**src/rtl/pitch_pkg.sv**
```systemverilog
// Shared types and helpers for the pitch_tracker block: FSM states, default
// sample rate and the "same pitch" distance test.
package pitch_pkg;

    typedef enum logic [1:0] {
        SILENT    = 2'd0,
        TRACKING  = 2'd1,
        CANDIDATE = 2'd2
    } state_t;

    localparam int DefaultFsHz = 48000;

    // Inclusive unsigned distance test between two bin indices.
    function automatic logic is_near(input int unsigned a,
                                     input int unsigned b,
                                     input int unsigned jump);
        int unsigned diff;
        diff = (a >= b) ? (a - b) : (b - a);
        return (diff <= jump);
    endfunction

endpackage

```
**src/rtl/pitch_tracker_if.sv**
```systemverilog
// Peak-in / frequency-out bundle between the FFT peak finder, pitch_tracker
// and the display logic.
interface pitch_tracker_if #(
    parameter int W     = 33,
    parameter int NBits = 10,
    parameter int FreqW = 16
);
    logic [W-1:0]     peak;
    logic [NBits-1:0] peak_k;
    logic             peak_valid;
    logic [W-1:0]     threshold;
    logic [FreqW-1:0] freq_hz;
    logic             freq_valid;
    logic             voiced;

    modport master (
        output peak, peak_k, peak_valid, threshold,
        input  freq_hz, freq_valid, voiced
    );

    modport slave (
        input  peak, peak_k, peak_valid, threshold,
        output freq_hz, freq_valid, voiced
    );
endinterface

```
**src/rtl/pitch_tracker_k_history.sv**
```systemverilog
// Bin-index history for pitch smoothing: shift register, running sum and a
// saturating fill count, with push / flush-load / clear controls.
module k_history #(
    parameter int NBits    = 10,
    parameter int AvgDepth = 4
) (
    input  logic             clk,
    input  logic             reset,
    input  logic             push,
    input  logic             flush_load,
    input  logic             clear,
    input  logic [NBits-1:0] k_in,
    output logic [NBits-1:0] avg,
    output logic [NBits-1:0] last,
    output logic             full
);
    localparam int LogD  = $clog2(AvgDepth);
    localparam int SumW  = NBits + LogD;
    localparam int FillW = $clog2(AvgDepth + 1);

    logic [NBits-1:0] hist [AvgDepth];
    logic [SumW-1:0]  sum;
    logic [FillW-1:0] fill;

    // Unfilled slots hold 0, so subtracting the oldest entry is always safe.
    always_ff @(posedge clk) begin
        if (reset) begin
            for (int i = 0; i < AvgDepth; i++) hist[i] <= '0;
            sum  <= '0;
            fill <= '0;
        end else if (flush_load) begin
            hist[0] <= k_in;
            for (int i = 1; i < AvgDepth; i++) hist[i] <= '0;
            sum  <= SumW'(k_in);
            fill <= FillW'(1);
        end else if (clear) begin
            for (int i = 0; i < AvgDepth; i++) hist[i] <= '0;
            sum  <= '0;
            fill <= '0;
        end else if (push) begin
            hist[0] <= k_in;
            for (int i = 1; i < AvgDepth; i++) hist[i] <= hist[i-1];
            sum <= sum + SumW'(k_in) - SumW'(hist[AvgDepth-1]);
            if (fill != FillW'(AvgDepth)) fill <= fill + FillW'(1);
        end
    end

    assign avg  = NBits'(sum >> LogD);
    assign last = hist[0];
    assign full = (fill == FillW'(AvgDepth));

endmodule

```
**src/rtl/pitch_tracker.sv**
```systemverilog
// Voicing gate, glitch-rejecting pitch tracker and bin-to-Hz conversion for
// one FFT peak per window; two-stage pipeline from peak_valid to freq_valid.
module pitch_tracker
    import pitch_pkg::*;
#(
    parameter int NSamples      = 1024,
    parameter int NBits         = $clog2(NSamples),
    parameter int W             = 33,
    parameter int FsHz          = DefaultFsHz,
    parameter int FreqW         = 16,
    parameter int AvgDepth      = 4,
    parameter int JumpBins      = 3,
    parameter int SilenceFrames = 2
) (
    input  logic clk,
    input  logic reset,
    pitch_tracker_if.slave bus
);
    localparam int LogN  = $clog2(NSamples);
    localparam int ProdW = NBits + $clog2(FsHz);
    localparam int SilW  = $clog2(SilenceFrames + 1);
    localparam logic [63:0] MaxFreq = (64'd1 << FreqW) - 64'd1;

    state_t           state, nxt_state;
    logic [NBits-1:0] cand_k, nxt_cand_k;
    logic [SilW-1:0]  silence_cnt, nxt_silence_cnt;
    logic             push, flush_load, clear_hist;
    logic             frame_voiced;
    logic [NBits-1:0] avg_k, last_k, ref_k;
    logic             hist_full;
    logic             s1_valid;
    logic [ProdW-1:0] prod;
    logic [FreqW-1:0] freq_calc;

    k_history #(
        .NBits    (NBits),
        .AvgDepth (AvgDepth)
    ) u_hist (
        .clk        (clk),
        .reset      (reset),
        .push       (push),
        .flush_load (flush_load),
        .clear      (clear_hist),
        .k_in       (bus.peak_k),
        .avg        (avg_k),
        .last       (last_k),
        .full       (hist_full)
    );

    assign ref_k        = hist_full ? avg_k : last_k;
    assign frame_voiced = (bus.peak >= bus.threshold);

    always_comb begin
        nxt_state       = state;
        nxt_cand_k      = cand_k;
        push            = 1'b0;
        flush_load      = 1'b0;
        clear_hist      = 1'b0;
        if (frame_voiced)
            nxt_silence_cnt = '0;
        else if (silence_cnt == SilW'(SilenceFrames))
            nxt_silence_cnt = silence_cnt;
        else
            nxt_silence_cnt = silence_cnt + SilW'(1);

        if (bus.peak_valid) begin
            unique case (state)
                SILENT: begin
                    if (frame_voiced) begin
                        flush_load = 1'b1;
                        nxt_state  = TRACKING;
                    end
                end
                TRACKING, CANDIDATE: begin
                    if (frame_voiced) begin
                        if (state == CANDIDATE &&
                            is_near(32'(bus.peak_k), 32'(cand_k), JumpBins)) begin
                            flush_load = 1'b1;
                            nxt_state  = TRACKING;
                        end else if (is_near(32'(bus.peak_k), 32'(ref_k), JumpBins)) begin
                            push      = 1'b1;
                            nxt_state = TRACKING;
                        end else begin
                            nxt_cand_k = bus.peak_k;
                            nxt_state  = CANDIDATE;
                        end
                    end else if (nxt_silence_cnt >= SilW'(SilenceFrames)) begin
                        clear_hist = 1'b1;
                        nxt_state  = SILENT;
                    end
                end
                default: nxt_state = SILENT;
            endcase
        end
    end

    // Stage 1: tracker state; the history updates on the same edge.
    always_ff @(posedge clk) begin
        if (reset) begin
            state       <= SILENT;
            cand_k      <= '0;
            silence_cnt <= '0;
            s1_valid    <= 1'b0;
        end else begin
            s1_valid <= bus.peak_valid;
            if (bus.peak_valid) begin
                state       <= nxt_state;
                cand_k      <= nxt_cand_k;
                silence_cnt <= nxt_silence_cnt;
            end
        end
    end

    always_comb begin
        prod      = ProdW'(ref_k) * ProdW'(FsHz);
        freq_calc = FreqW'(prod >> LogN);
        if (64'(prod >> LogN) > MaxFreq) freq_calc = '1;
    end

    // Stage 2: outputs only move when a frame completes.
    always_ff @(posedge clk) begin
        if (reset) begin
            bus.freq_hz    <= '0;
            bus.freq_valid <= 1'b0;
            bus.voiced     <= 1'b0;
        end else begin
            bus.freq_valid <= s1_valid;
            if (s1_valid) begin
                bus.voiced  <= (state != SILENT);
                bus.freq_hz <= (state == SILENT) ? '0 : freq_calc;
            end
        end
    end

endmodule

```
**src/flat_wrapper.sv**
```systemverilog
// flat-port wrapper written by rule: the top's interface ports become plain ports
module pitch_tracker_flat import pitch_pkg::*;
#(
    parameter int NSamples      = 1024,
    parameter int NBits         = $clog2(NSamples),
    parameter int W             = 33,
    parameter int FsHz          = DefaultFsHz,
    parameter int FreqW         = 16,
    parameter int AvgDepth      = 4,
    parameter int JumpBins      = 3,
    parameter int SilenceFrames = 2
)
  (clk, reset, bus_peak, bus_peak_k, bus_peak_valid, bus_threshold, bus_freq_hz, bus_freq_valid, bus_voiced);
  pitch_tracker_if #(.W(W), .NBits(NBits), .FreqW(FreqW)) bus_i ();
  input  logic clk;
  input  logic reset;
  input wire logic [$bits(bus_i.peak)-1:0] bus_peak;
  input wire logic [$bits(bus_i.peak_k)-1:0] bus_peak_k;
  input wire logic [$bits(bus_i.peak_valid)-1:0] bus_peak_valid;
  input wire logic [$bits(bus_i.threshold)-1:0] bus_threshold;
  output wire logic [$bits(bus_i.freq_hz)-1:0] bus_freq_hz;
  output wire logic [$bits(bus_i.freq_valid)-1:0] bus_freq_valid;
  output wire logic [$bits(bus_i.voiced)-1:0] bus_voiced;
  assign bus_i.peak = bus_peak;
  assign bus_i.peak_k = bus_peak_k;
  assign bus_i.peak_valid = bus_peak_valid;
  assign bus_i.threshold = bus_threshold;
  assign bus_freq_hz = bus_i.freq_hz;
  assign bus_freq_valid = bus_i.freq_valid;
  assign bus_voiced = bus_i.voiced;
  pitch_tracker #(.NSamples(NSamples), .NBits(NBits), .W(W), .FsHz(FsHz), .FreqW(FreqW), .AvgDepth(AvgDepth), .JumpBins(JumpBins), .SilenceFrames(SilenceFrames)) u_core (.clk(clk), .reset(reset), .bus(bus_i));
endmodule
```
**config.mk**
```make
export PLATFORM = sky130hd
export DESIGN_NAME = pitch_tracker_flat
export DESIGN_NICKNAME = d
export VERILOG_FILES = /design/src/rtl/pitch_pkg.sv /design/src/rtl/pitch_tracker_if.sv /design/src/rtl/pitch_tracker_k_history.sv /design/src/rtl/pitch_tracker.sv /design/src/flat_wrapper.sv
export SDC_FILE = /design/constraint.sdc
export NUM_CORES = 1
export LEC_CHECK = 0
export ABC_AREA = 1
export BUFFER_PORTS_ARGS = -buffer_cell sky130_fd_sc_hd__buf_2
export CAP_MARGIN = 20
export CORE_MARGIN = 8
export CORE_UTILIZATION = 35
export DETAILED_ROUTE_END_ITERATION = 16
export MAX_ROUTING_LAYER = met4
export SLEW_MARGIN = 20
export SYNTH_ARGS = -nofsm -noshare
export SYNTH_HDL_FRONTEND = slang
export SYNTH_HIERARCHICAL = 1
export SYNTH_SLANG_ARGS = --single-unit
```
**constraint.sdc**
```tcl
create_clock -name clk -period 11.3 [get_ports clk]
set_clock_uncertainty 0.05 [all_clocks]
set_input_delay 0.565 -clock clk [delete_from_list [all_inputs] [get_ports clk]]
set_output_delay 0.565 -clock clk [all_outputs]
set_load 0.03 [all_outputs]
```
## After elaboration in Yosys (flattened, before gate mapping)

Memory sizes are Yosys's and may differ from the RTL's.
Index checks and enable logic that the tools add are counted.

| word-level totals | value |
|---|---|
| bits in registers | 48 |
| latch bits | 0 |
| RAM bits | 40 |
| bits in read-only memories | 0 |
| input bits | 79 |
| output and inout port bits | 18 |
| logic and storage cells | 120 |
| memories | 1 |

| cells by class | value |
|---|---|
| add/sub/neg operators | 8 |
| multipliers | 1 |
| divide/modulo/power cells | 0 |
| magnitude comparators | 7 |
| eq/ne operators | 7 |
| shift-type cells | 0 |
| mux-type cells | 60 |
| bitwise operators | 14 |
| reductions and logical operators | 11 |

Memory list:

| memory | words | width | rd ports | clocked after memory_dff | write ports | RTL line | text |
|---|---|---|---|---|---|---|---|
| u_core.u_hist.hist | 4 | 10 | 4 | 0 | 4 | pitch_tracker_k_history.sv:21 | `logic [NBits-1:0] hist [AvgDepth];` |

Operators with widths:

| kind | count |
|---|---|
| 10-bit two-way mux | 16 |
| 32-bit by 2-bit less-or-equal comparator with 1-bit output (second input constant) | 2 |
| 32-bit two-way mux | 2 |
| 10-bit by 10-bit subtractor with 11-bit output | 4 |
| 33-bit >= comparator | 1 |
| 16-bit two-way mux | 2 |
| 1-bit two-way mux | 31 |
| 10-bit >= comparator | 2 |
| 10-bit by 9-bit multiplier with 19-bit output (second input constant) | 1 |
| 16-bit greater-than comparator (second input constant) | 1 |
| 2-bit two-way mux | 7 |
| 12-bit by 10-bit adder with 12-bit output | 1 |
| 1-bit bitwise OR | 12 |
| 12-bit by 10-bit subtractor with 12-bit output | 1 |
| 3-bit nonzero test | 2 |
| 5-bit AND reduction | 1 |
| 2-bit equality test (second input constant) | 2 |
| 2-bit case mux with 2 select lines | 1 |
| 2-bit AND reduction | 2 |
| 3-bit by 1-bit adder with 3-bit output (second input constant) | 1 |
| 3-bit equality test (second input constant) | 1 |
| 3-bit by 1-bit inequality test with 1-bit output (second input constant) | 1 |
| 3-bit inequality test (second input constant) | 1 |
| 3-bit AND reduction | 1 |
| other kinds (11) | 12 |

## Depth between registers and ports, before layout

Gate-level depths: netlist (run 1).

| logic depth | value |
|---|---|
| word-level depth | 16 |
| depth in mapped cells | 29 |
| depth with buffers taken out | 27 |

## Cells and area by module

The synthesis (run 1) kept the hierarchy.

Modules (own cells, without submodules):

| module | times used | cells each | area each (µm²) |
|---|---|---|---|
| pitch_tracker | 1 | 1060 | 6949.2 |
| k_history | 1 | 379 | 3349.5 |

## Least setup slack after synthesis (run 1)

OpenSTA, ideal clock, no wires.

| timing path | value |
|---|---|
| path kind | reg-to-reg |
| start point | register u_core.u_hist.fill[0] |
| end point | register u_core.bus.freq_hz[15] |
| library setup time | 116 ps |
| arrival time | 5002 ps |
| slack | 6131 ps |
| stages on the path, launching flop included | 21 |
| cells stage by stage | dfxtp_1 -> inv_1 -> ha_1 -> nand2_1 -> inv_1 -> clkbuf_1 -> o21ai_0 -> inv_1 -> fa_1 -> fa_1 -> fa_1 -> fa_1 -> ha_1 -> a21oi_1 -> o21ai_0 -> a21oi_1 -> o21ai_0 -> nand4_1 -> a31o_2 -> nand3_1 -> a21oi_1 |

| between the ends | value |
|---|---|
| longest elaborated chain between the ends | 6 |

RTL lines:

| what | RTL line | text |
|---|---|---|
| start: declaration | pitch_tracker_k_history.sv:23 | `logic [FillW-1:0] fill;` |
| start signal: assignment | pitch_tracker_k_history.sv:35 | `fill <= FillW'(1);` |
| start signal: assignment | pitch_tracker_k_history.sv:44 | `if (fill != FillW'(AvgDepth)) fill <= fill + FillW'(1);` |
| 3-bit equality test * | pitch_tracker_k_history.sv:50 | `assign full = (fill == FillW'(AvgDepth));` |
| net u_core.hist_full | pitch_tracker.sv:30 | `logic hist_full;` |
| 10-bit two-way mux * | pitch_tracker.sv:50 | `assign ref_k = hist_full ? avg_k : last_k;` |
| 10-bit by 9-bit multiplier with 19-bit output * | pitch_tracker.sv:115 | `prod = ProdW'(ref_k) * ProdW'(FsHz);` |
| 16-bit greater-than comparator | pitch_tracker.sv:117 | `if (64'(prod >> LogN) > MaxFreq) freq_calc = '1;` |
| 16-bit two-way mux * | pitch_tracker.sv:117 |  |
| 16-bit two-way mux * | pitch_tracker.sv:130 | `bus.freq_hz <= (state == SILENT) ? '0 : freq_calc;` |
| end signal: assignment | pitch_tracker.sv:130 |  |
| end: declaration | pitch_tracker_if.sv:23 | `output freq_hz, freq_valid, voiced` |

Mark *: on every way through the listed nets, which the timed path passes. The rest lies on a longest branch.
A chain may end at the register's enable or synchronous reset.

## Worst setup path in the final report (run 1)

Ends and elaborated chain as after synthesis.

==> results.py, run 1 <==
metrics = {
    "run_status": {
        "status": "completed",
    },
    "worst_setup_path": {
        "crit_top_cell": "inv_1",
        "worst_setup_path_start_kind": "register",
        "worstPathMaxFanout": 20,
        "crit_arrival_ns": 5.90,
        "r2r_cells": 21,
        "cp_slowest_cell": "o21ai_0",
        "critPathBufInv": 5,
        "worstSetupPathType": "reg -> reg",
        "cp_top_family": "adder cells",
        "required_ns": 11.45,
        "worstPathCellList": "inv_1, ha_1, nand2_1, inv_1, o21ai_0, inv_1, ha_1, inv_1, fa_1, inv_1, fa_1, fa_1, ha_1, a21oi_1, o21ai_0, a21oi_1, o21ai_0, nand4_1, a31o_2, nand3_1, a21oi_1",
        "worst_path_largest_cell_delay_ns": 0.64,
        "endpoint_kind": "register",
        "crit_cells": 21,
    },
    "global_routing": {
        "grt_pass1_vias": 8907,
        "grt_antenna_before_repair": 0,
        "grt_max_degree": 31,
        "global_route.usage.met1_pct": 19.1,
        "grt_first_pass_wirelength_microns": 42900,
        "grtUsageMet2_pct": 25.8,
        "top_usage_layer": "met2",
        "use_met3_pct": 1.84,
        "grtUsageTotal_pct": 15.1,
        "grt-ovfl-total": 0,
    },
    "sta": {
        "fmax_ghz": 0.174,
        "slew_headroom_pct": 48.0,
        "worst_pin_slew_ns": 0.780,
        "finalSetupTns_ns": 0,
        "finalHoldViolations": 0,
        "drv_slew": 0,
        "period_share_pct": 50.8,
        "rsz0062_at_grt": "false",
        "finalCriticalPeriod_ns": 5.74,
        "setup_viol": 0,
    },
    "placed_design": {
        "place_area_sq_um": 11000,
        "io_buffers": 96,
        "gp_congestion": 0.928,
        "dp_hpwl_microns": 21300,
    },
    "route": {
        "drtPass1Iterations": 5,
        "drt_iter0_markers": 572,
        "vias": 8920,
        "vias_per_cell": 4.68,
        "ant_nets": 0,
        "wl_per_cell_microns": 13.4,
        "routed_wl_microns": 25500,
        "route.detailed.drc": 0,
    },
    "clock_tree": {
        "cts_buffer_depth": 2,
        "root_buffer": "clkbuf_16",
        "ctsResizeCount": 0,
        "clock_sinks": 88,
        "cts_buffers": 9,
        "clk_latency_ns": 0.35,
        "path_clk_slew_ns": 0.07,
        "htreeDepth": 3,
        "cts_setup_buffers": 0,
        "hold_buffers": 0,
        "cts_tree": "yes",
    },
    "final_layout": {
        "antenna_cells": 0,
        "layout_commonest_cell": "inv_1",
        "drive_above_1_share_pct": 13.1,
        "final_cell_mix": "333 x inv_1, 327 x nand2_1, 141 x ha_1",
        "fin_area_sq_um": 11300,
        "syn_to_final_growth_pct": 9.77,
        "layout.nets": 1782,
    },
    "die": {
        "fp.dieH_microns": 188,
        "die-area_sq_um": 35200,
        "dieWidth_microns": 188,
        "initial_utilization_pct": 35.1,
        "rows": 63,
        "core_area_sq_um": 29300,
        "ioPinCount": 97,
    },
    "synthesis": {
        "synthesis.area_sq_um": 10300,
        "synth_top_area_share_pct": 17.1,
        "ys_warn_count": 6,
        "syn_nets": 1711,
        "synth_seq_cells": 88,
        "seq_area_frac_synth_pct": 21.0,
        "syn_area_per_cell_sq_um": 7.16,
        "synth_cell_types": 50,
        "ys_top_cells_by_area": "ha_1 17%, inv_1 12%, nand2_1 12%",
        "syn_inst": 1439,
        "yosysTopAreaCell": "ha_1",
    },
    "power": {
        "cellLeakagePower_nw": 6.03,
        "peakVddDrop_uv": 95.5,
        "power_density_nw_per_um2": 137,
    },
    "hold_path": {
        "min_path_cells": 2,
        "hp-class": "reg -> reg",
    },
    "flow_run": {
        "cap_violations": 0,
    },
}
[per-stage QoR]
step | std cells | setup slack, ns | power (mW) | util (%) | hold slack (ns)
6_report | 1905 | 5.56 | 1.55 | 38.6 | 0.410
5_1_grt | 1905 | 4.90 | 1.74 | 38.6 | 0.433
2_1_floorplan | 1439 | 6.13 | 1.06 | - | 0.394
4_1_cts | 1905 | 5.52 | 1.57 | 38.6 | 0.414
3_3_place_gp | 1889 | 5.73 | 1.24 | 37.5 | 0.402
3_5_place_dp | 1889 | 5.54 | 1.24 | 37.5 | 0.403
[metal layers]
metal,vias up,part of all wire [%]
met4,0,1.5
met5,-,0
met2,151,49
met1,4139,46
met3,21,3.4
li1,4609,-
[worst register-to-register path, stage by stage, from the launching register on]
cell and delay, ns:
dfxtp_1 0.35, inv_1 0.07, ha_1 0.19, nand2_1 0.08
inv_1 0.24, o21ai_0 0.64, inv_1 0.34, ha_1 0.37
inv_1 0.05, fa_1 0.53, inv_1 0.06, fa_1 0.50
fa_1 0.49, ha_1 0.38, a21oi_1 0.08, o21ai_0 0.20
a21oi_1 0.11, o21ai_0 0.35, nand4_1 0.18, a31o_2 0.24
nand3_1 0.06, a21oi_1 0.06
[path summary, 6_finish.rpt]
path | startpoint | to | slack (ns)
worst min-delay path | u_core/bus.freq_hz[14]$_SDFFE_PP0P_ | u_core/bus.freq_hz[14]$_SDFFE_PP0P_ | 0.41
worst max register to register | u_core/u_hist/fill[0]$_SDFFE_PP0P_ | u_core/bus.freq_hz[15]$_SDFFE_PP0P_ | 5.56
worst min register to register | u_core/bus.freq_hz[14]$_SDFFE_PP0P_ | u_core/bus.freq_hz[14]$_SDFFE_PP0P_ | 0.41
worst max-delay path | u_core/u_hist/fill[0]$_SDFFE_PP0P_ | u_core/bus.freq_hz[15]$_SDFFE_PP0P_ | 5.56
[flip-flops by register name (all words and copies together) (netlist names)]
register and flops:
u_core/u_hist/hist 40, u_core/bus.freq_hz 16, u_core/u_hist/sum 12, u_core/cand_k 10
u_core/u_hist/fill 3, u_core/silence_cnt 2, u_core/state 2, u_core/bus.freq_valid 1
u_core/bus.voiced 1, u_core/s1_valid 1
[power breakdown]
group	internal [mW]	switching, mW	leakage, nW	total [mW]
Sequential	0.359	0.0139	0.813	0.373
Combinational	0.322	0.544	5.07	0.866
Clock	0.178	0.134	0.147	0.312
[synth_stat cells, drive strengths merged]
cell type and count:
a21boi 1, a31oi 1, nand4 25, o21a 2, a21oi 114, clkdlybuf4s50 1
and2 1, nor2 119, edfxtp 40, inv 341, xor2 5, fa 52
or2 4, a211oi 1, buf 31, nand3b 2, o21ai 51, ha 141
a2bb2oi 1, nand2 340, nor3 4, xnor2 3, clkbuf 7, a21o 1
o211ai 3, nor2b 1, a22oi 1, clkinv 2, o21bai 3, o31ai 1
a221oi 1, a31o 3, nor4 4, dfxtp 48, nand3 84
[final cells by class]
type | count | area [sq um]
Multi-Input combinational cell | 969 | 6560
Clock buffer | 10 | 239
Clock inverter | 6 | 63.8
Tap cell | 390 | 488
Timing Repair Buffer | 99 | 503
Inverter | 343 | 1290
Sequential cell | 88 | 2160
Fill cell | 3123 | 18000
[cells by family after synthesis]
kind of cell / after synthesis / synth area share (%)
AOI/OAI and AO/OA: 184 / 9.53
xor gates and xnor gates: 8 / 0.680
adders and majority gates: 193 / 27.2
buffers and inverters: 382 / 15.3
DFF: 88 / 21.0
and+or+nand+nor: 584 / 26.2
(Power assumes the default switching activity.)
==> run 2, diff against run 1 <==
--- a/config.mk
+++ b/config.mk
@@ -5,7 +5,7 @@
 export SDC_FILE = /design/constraint.sdc
 export NUM_CORES = 1
 export LEC_CHECK = 0
-export ABC_AREA = 1
+export ABC_AREA = 0
 export BUFFER_PORTS_ARGS = -buffer_cell sky130_fd_sc_hd__buf_2
 export CAP_MARGIN = 20
 export CORE_MARGIN = 8
==> constraint.sdc (replaced) <==
create_clock -name clk -period 6 [get_ports clk]
set_clock_uncertainty 0.05 [all_clocks]
set_input_delay 0.3 -clock clk [delete_from_list [all_inputs] [get_ports clk]]
set_output_delay 0.3 -clock clk [all_outputs]
set_load 0.03 [all_outputs]
==> run 2 against run 1 <==
Against the previous run: combinational power grew 73%; utilization is 0.46 points higher; highest routed layer unchanged; cell count fell by 22%; largest power group unchanged; sequential share of layout area rose by 1.6 points; fmax grew 3.7%; hold slack lost 0.22 ns; synthesized cell count down 24%.
==> results.py, run 2 <==
metrics = {
    "final_layout": {
        "top_register": "u_core/u_hist/hist",
        "largest_register_ffs": 40,
        "layout.nets": 1419,
        "reg_top3": "u_core/u_hist/hist (40), u_core/bus.freq_hz (16), u_core/u_hist/sum (12)",
        "layout_commonest_cell": "inv_1",
        "drive_above_1_share_pct": 12.8,
        "final_cell_mix": "196 x inv_1, 141 x ha_1, 96 x buf_2",
        "final_util_pct": 39.0,
        "syn_to_final_growth_pct": 10.4,
        "antenna_cells": 0,
    },
    "die": {
        "dieWidth_microns": 180,
        "core_area_sq_um": 26700,
        "die-area_sq_um": 32500,
        "ioPinCount": 97,
        "rows": 60,
        "initial_utilization_pct": 35.3,
        "fp.dieH_microns": 180,
    },
    "synthesis": {
        "syn_nets": 1360,
        "synth_seq_cells": 88,
        "synthesis.area_sq_um": 9440,
        "synth_top_area_share_pct": 18.7,
        "syn_inst": 1088,
        "synth_cell_types": 69,
        "syn_area_per_cell_sq_um": 8.68,
        "ys_warn_count": 6,
        "seq_area_frac_synth_pct": 22.9,
        "synth_edf_count": 40,
        "async_flop_share_pct": 0,
        "yosysMostFrequentCell": "inv_1",
        "yosysTopAreaCell": "ha_1",
        "ys.flop_type": "dfxtp_1",
        "synth_common_cells": "196 x inv_1, 141 x ha_1, 77 x a21oi_1",
        "ys_top_cells_by_area": "ha_1 19%, edfxtp_1 13%, fa_1 11%",
    },
    "sta": {
        "worst_pin_slew_ns": 0.897,
        "fin_ws_ns": 0.463,
        "finalCriticalPeriod_ns": 5.54,
        "slew_headroom_pct": 40.0,
        "drv_slew": 0,
        "setup_viol": 0,
        "period_share_pct": 92.3,
        "rsz0062_at_grt": "false",
        "finalHoldViolations": 0,
        "finalSetupTns_ns": 0,
        "fmax_ghz": 0.181,
    },
    "worst_setup_path": {
        "worstPathCellList": "inv_1, ha_1, and2_2, mux2i_1, inv_1, fa_1, inv_1, fa_1, inv_1, ha_1, inv_1, fa_1, inv_1, ha_1, nor2b_1, o21ai_0, a21o_1, a211o_1, a31oi_1, a31oi_1, xor2_1, a22oi_1, nor2_1",
        "worst_setup_path_start_kind": "register",
        "worstSetupPathType": "reg -> reg",
        "crit_arrival_ns": 5.70,
        "worstPathMaxFanout": 11,
        "required_ns": 6.16,
        "cp_top_family": "adder cells",
        "cp_slowest_cell": "fa_1",
        "endpoint_kind": "register",
        "critPathBufInv": 6,
        "crit_top_cell": "inv_1",
        "worst_path_largest_cell_delay_ns": 0.57,
    },
    "global_routing": {
        "grt_antenna_before_repair": 0,
        "grt-ovfl-total": 0,
        "grt_pass1_vias": 7603,
        "grt_max_degree": 67,
        "grt_first_pass_wirelength_microns": 38000,
        "grtUsageTotal_pct": 14.4,
    },
    "run_status": {
        "status": "completed",
    },
    "clock_tree": {
        "clock_sinks": 88,
        "cts_buffer_depth": 2,
        "cts_setup_buffers": 0,
        "root_buffer": "clkbuf_16",
        "path_clk_slew_ns": 0.06,
        "hold_buffers": 0,
        "ctsResizeCount": 0,
        "cts_buffers": 9,
        "clk_latency_ns": 0.35,
        "cts_tree": "yes",
        "htreeDepth": 3,
    },
    "placed_design": {
        "dp_slack_ns": 0.171,
        "dp_hpwl_microns": 18200,
        "gp_congestion": 0.882,
        "io_buffers": 96,
    },
    "power": {
        "peakVddDrop_uv": 198,
        "cellLeakagePower_nw": 5.12,
        "power_density_nw_per_um2": 265,
        "total_power_mw": 2.76,
    },
    "hold_path": {
        "hp-class": "in -> reg",
    },
    "route": {
        "routed_wl_microns": 22300,
        "drt_iter0_markers": 572,
        "drtPass1Iterations": 4,
        "wl_per_cell_microns": 15.0,
        "ant_nets": 0,
        "vias_per_cell": 5.01,
        "vias": 7486,
        "route.detailed.drc": 0,
    },
    "flow_run": {
        "cap_violations": 0,
    },
}
==> run 2: cell count changes in the layout (fill, tap and decap cells not counted), moves of 22 or more <==
cell / before / now
a21o_1: 1 / 23
a21oi_1: 112 / 77
and3_1: 0 / 32
inv_1: 333 / 196
mux2i_1: 0 / 24
nand2_1: 327 / 41
nand2b_1: 0 / 27
nand3_1: 70 / 16
nor2_2: 32 / 1
nor3_1: 4 / 29
==> run 2: cell families (layout without fill, tap and decap cells) <==
logic type	count (synthesis)	after routing	share of synthesized area [%]
buffers and inverters	255	319	11.3
DFF	88	88	22.9
adders and majority gates	193	193	29.7
xor gates and xnor gates	31	31	2.87
AOI/OAI and AO/OA	227	227	16.0
and+or+nand+nor	268	268	14.5
muxes	26	26	2.78
==> run 2: area by class of cell <==
type	instances	area [sq um]
clock buffers	10	229
clock inverters	6	65.1
fillers	2692	16300
inverters	197	739
multi-input cells	745	6240
flip-flops and latches	88	2160
well taps	341	427
repair buffers	106	568
==> run 2: worst min-delay path: stages <==
cell	delay, ns
buf_2	0.12
nand3_1	0.06
a21oi_1	0.05
==> run 2: through the flow <==
step / cell area [sq um] / hold slack, ns / cells
after global routing: 10400 / 0.200 / 1493
after CTS: 10400 / 0.176 / 1493
after detailed placement: 10100 / 0.401 / 1477
after global placement: 10100 / 0.396 / 1477
after floorplan: 9440 / 0.386 / 1088
final: 10400 / 0.189 / 1493
==> run 2: final timing paths <==
kind | startpoint | to | slack, ns | depth (start not counted)
worst max-delay path | u_core/u_hist/fill[0]$_SDFFE_PP0P_ | u_core/bus.freq_hz[15]$_SDFFE_PP0P_ | 0.46 | 23
worst max register to register | u_core/u_hist/fill[0]$_SDFFE_PP0P_ | u_core/bus.freq_hz[15]$_SDFFE_PP0P_ | 0.46 | 23
worst min register to register | u_core/silence_cnt[1]$_SDFFE_PP0P_ | u_core/silence_cnt[1]$_SDFFE_PP0P_ | 0.41 | 2
worst min-delay path | bus_peak_valid | u_core/silence_cnt[1]$_SDFFE_PP0P_ | 0.19 | 3
==> run 2: routing by layer <==
| metal | vias up | share of wire [%] | global-route usage (%) |
|---|---|---|---|
| met1 | 3488 | 51 | 19.2 |
| met2 | 180 | 45 | 23.0 |
| met3 | 24 | 2.9 | 1.73 |
| li1 | 3794 | - | - |
| met4 | 0 | 1.4 | 3.90 |
| met5 | - | 0 | - |
==> run 2: where the power goes <==
part           switching [mW]  internal [mW]  total, mW
combinational           0.850          0.648       1.50
clock                   0.253          0.325      0.578
sequential             0.0227          0.664      0.687
total                    1.13           1.64       2.76
==> run 3, diff against run 2 <==
--- a/config.mk
+++ b/config.mk
@@ -8,12 +8,17 @@
 export ABC_AREA = 0
 export BUFFER_PORTS_ARGS = -buffer_cell sky130_fd_sc_hd__buf_2
 export CAP_MARGIN = 20
+export CELL_PAD_IN_SITES_DETAIL_PLACEMENT = 0
+export CELL_PAD_IN_SITES_GLOBAL_PLACEMENT = 2
 export CORE_MARGIN = 8
 export CORE_UTILIZATION = 35
+export CTS_BUF_LIST = sky130_fd_sc_hd__clkbuf_4 sky130_fd_sc_hd__clkbuf_8
 export DETAILED_ROUTE_END_ITERATION = 16
 export MAX_ROUTING_LAYER = met4
+export PLACE_DENSITY_LB_ADDON = 0.1
 export SLEW_MARGIN = 20
 export SYNTH_ARGS = -nofsm -noshare
 export SYNTH_HDL_FRONTEND = slang
 export SYNTH_HIERARCHICAL = 1
 export SYNTH_SLANG_ARGS = --single-unit
+export TNS_END_PERCENT = 30
==> run 3 against run 2 <==
Against the previous run: sequential share of layout area up 0.18 points; hold slack worse by 0.041 ns; non-clock buffer count up 3; critical path type unchanged; highest routed layer unchanged.
==> results.py, run 3 (same netlist as run 2, synthesis figures left out) <==
metrics = {
    "final_layout": {
        "final_util_pct": 38.7,
        "layout_commonest_cell": "inv_1",
        "seqCellArea_sq_um": 2160,
        "layout.nets": 1422,
        "final_cell_mix": "196 x inv_1, 141 x ha_1, 96 x buf_2",
        "largest_register_ffs": 40,
        "top_register": "u_core/u_hist/hist",
        "fin_area_sq_um": 10300,
        "reg_top3": "u_core/u_hist/hist (40), u_core/bus.freq_hz (16), u_core/u_hist/sum (12)",
        "drive_above_1_share_pct": 13.0,
        "stdcell_count": 1497,
        "multi_input_area_sq_um": 6230,
        "syn_to_final_growth_pct": 9.43,
        "n_fill_cell": 2774,
    },
    "worst_setup_path": {
        "worstPathMaxFanout": 8,
        "startpoint": "u_core/u_hist/fill[0]$_SDFFE_PP0P_",
        "r2r-end": "u_core/bus.freq_hz[14]$_SDFFE_PP0P_",
        "worstReg2RegStart": "u_core/u_hist/fill[0]$_SDFFE_PP0P_",
        "worstSetupPathType": "reg -> reg",
        "required_ns": 6.21,
        "r2r_cells": 22,
        "rrSetupSlack_ns": 0.47,
        "crit_arrival_ns": 5.74,
        "worst_setup_path_start_kind": "register",
        "endpoint_kind": "register",
    },
    "sta": {
        "fmax_ghz": 0.181,
        "period_share_pct": 92.2,
        "finalSetupTns_ns": 0,
        "finalCriticalPeriod_ns": 5.53,
        "holdWs_ns": 0.148,
        "setup_viol": 0,
        "worst_pin_slew_ns": 1.08,
        "rsz0062_at_grt": "false",
        "slew_headroom_pct": 28.2,
        "fin_ws_ns": 0.469,
        "drv_slew": 0,
        "finalHoldViolations": 0,
    },
    "route": {
        "route.detailed.drc": 0,
        "drt_iter0_markers": 345,
        "drtPass1Iterations": 6,
        "vias_per_cell": 4.92,
        "vias": 7367,
        "wl_per_cell_microns": 16.3,
        "routed_wl_microns": 24400,
        "ant_nets": 0,
    },
    "power": {
        "power_density_nw_per_um2": 256,
        "total_power_mw": 2.64,
        "cellLeakagePower_nw": 5.08,
        "peakVddDrop_uv": 292,
    },
    "die": {
        "rows": 60,
        "die-area_sq_um": 32500,
        "dieWidth_microns": 180,
        "fp.dieH_microns": 180,
        "ioPinCount": 97,
        "core_area_sq_um": 26700,
        "initial_utilization_pct": 35.3,
    },
    "clock_tree": {
        "clock_sinks": 88,
        "hold_buffers": 0,
        "root_buffer": "clkbuf_8",
        "path_clk_slew_ns": 0.10,
        "htreeDepth": 3,
        "cts_buffer_depth": 2,
        "clk_latency_ns": 0.39,
        "cts_tree": "yes",
        "cts_buffers": 9,
    },
    "placed_design": {
        "dp.cells": 1480,
        "dp_slack_ns": 0.280,
        "place_area_sq_um": 10100,
        "gp_congestion": 0.819,
        "io_buffers": 96,
        "dp_hpwl_microns": 20000,
    },
    "hold_path": {
        "min_path_cells": 3,
        "min_to": "u_core/silence_cnt[1]$_SDFFE_PP0P_",
        "holdCritStartpoint": "bus_peak_valid",
        "hp-class": "in -> reg",
    },
    "global_routing": {
        "grt_first_pass_wirelength_microns": 40900,
        "grt_max_degree": 67,
        "grt-ovfl-total": 0,
        "grt_antenna_before_repair": 1,
        "grtUsageTotal_pct": 15.8,
        "grt_pass1_vias": 7845,
    },
    "run_status": {
        "status": "completed",
    },
    "flow_run": {
        "cap_violations": 0,
    },
}
[run 3: cell count changes in the layout (fill, tap and decap cells not counted), sizes merged]
cell / previous run / this run
clkbuf: 10 / 9
clkinv: 3 / 2
buf: 106 / 109
bufinv: 1 / 0
diode: 0 / 1
inv: 198 / 200
clkinvlp: 1 / 2
[run 3: where the power goes]
group / total [mW] / internal [mW] / leakage (nW) / switching [mW]
combinational: 1.53 / 0.652 / 4.18 / 0.876
clock: 0.429 / 0.163 / 0.0931 / 0.266
sequential: 0.684 / 0.664 / 0.808 / 0.0205
total: 2.64 / 1.48 / 5.08 / 1.16
[run 3: how the worst max path moves through the flow]
| stage | end | slack (ns) | cells past startpoint |
|---|---|---|---|
| after floorplan | u_core/bus.freq_hz[14]$_SDFFE_PP0P_ | 0.47 | 19 |
| final | u_core/bus.freq_hz[14]$_SDFFE_PP0P_ | 0.47 | 22 |
| after CTS | u_core/bus.freq_hz[14]$_SDFFE_PP0P_ | 0.27 | 20 |
| after detailed placement | u_core/bus.freq_hz[14]$_SDFFE_PP0P_ | 0.28 | 20 |
| after global placement | u_core/bus.freq_hz[14]$_SDFFE_PP0P_ | 0.36 | 22 |
| after global routing | u_core/bus.freq_hz[14]$_SDFFE_PP0P_ | 0.02 | 22 |
[run 3: worst max-delay path, stage by stage (launching register included)]
cell and delay [ns]:
dfxtp_1 0.38, inv_1 0.06, ha_1 0.19, and2_2 0.28, mux2i_1 0.23, inv_1 0.21
fa_1 0.55, inv_1 0.05, fa_1 0.50, inv_1 0.04, ha_1 0.26, inv_1 0.05
fa_1 0.53, inv_1 0.04, ha_1 0.30, a21o_1 0.20, a2111oi_0 0.41, nor2_1 0.17
a211oi_1 0.36, o31ai_1 0.15, xor2_1 0.16, a22oi_1 0.17, nor2_1 0.05
[run 3: cell type report]
class                           count  area share [%]
Clock inverter                      7           0.690
Sequential cell                    88            20.9
Multi-Input combinational cell    745            60.3
Clock buffer                        9            1.20
Timing Repair Buffer              109            5.59
Tap cell                          341            4.13
Antenna cell                        1          0.0242
Inverter                          197            7.15
[run 3: repair_timing]
action,4_1_cts,5_1_grt
setup buffers,0,0
gates resized for setup,0,1
endpoints found under the hold margin,0,0
setup endpoints to repair,0,2
[run 3: metal layers]
layer / GRT usage, % / wire length, microns / up-vias
met5: - / 0 / -
met4: 3.11 / 293 / 0
met3: 2.84 / 925 / 19
met2: 25.5 / 11200 / 131
met1: 20.4 / 12000 / 3418
li1: - / - / 3799
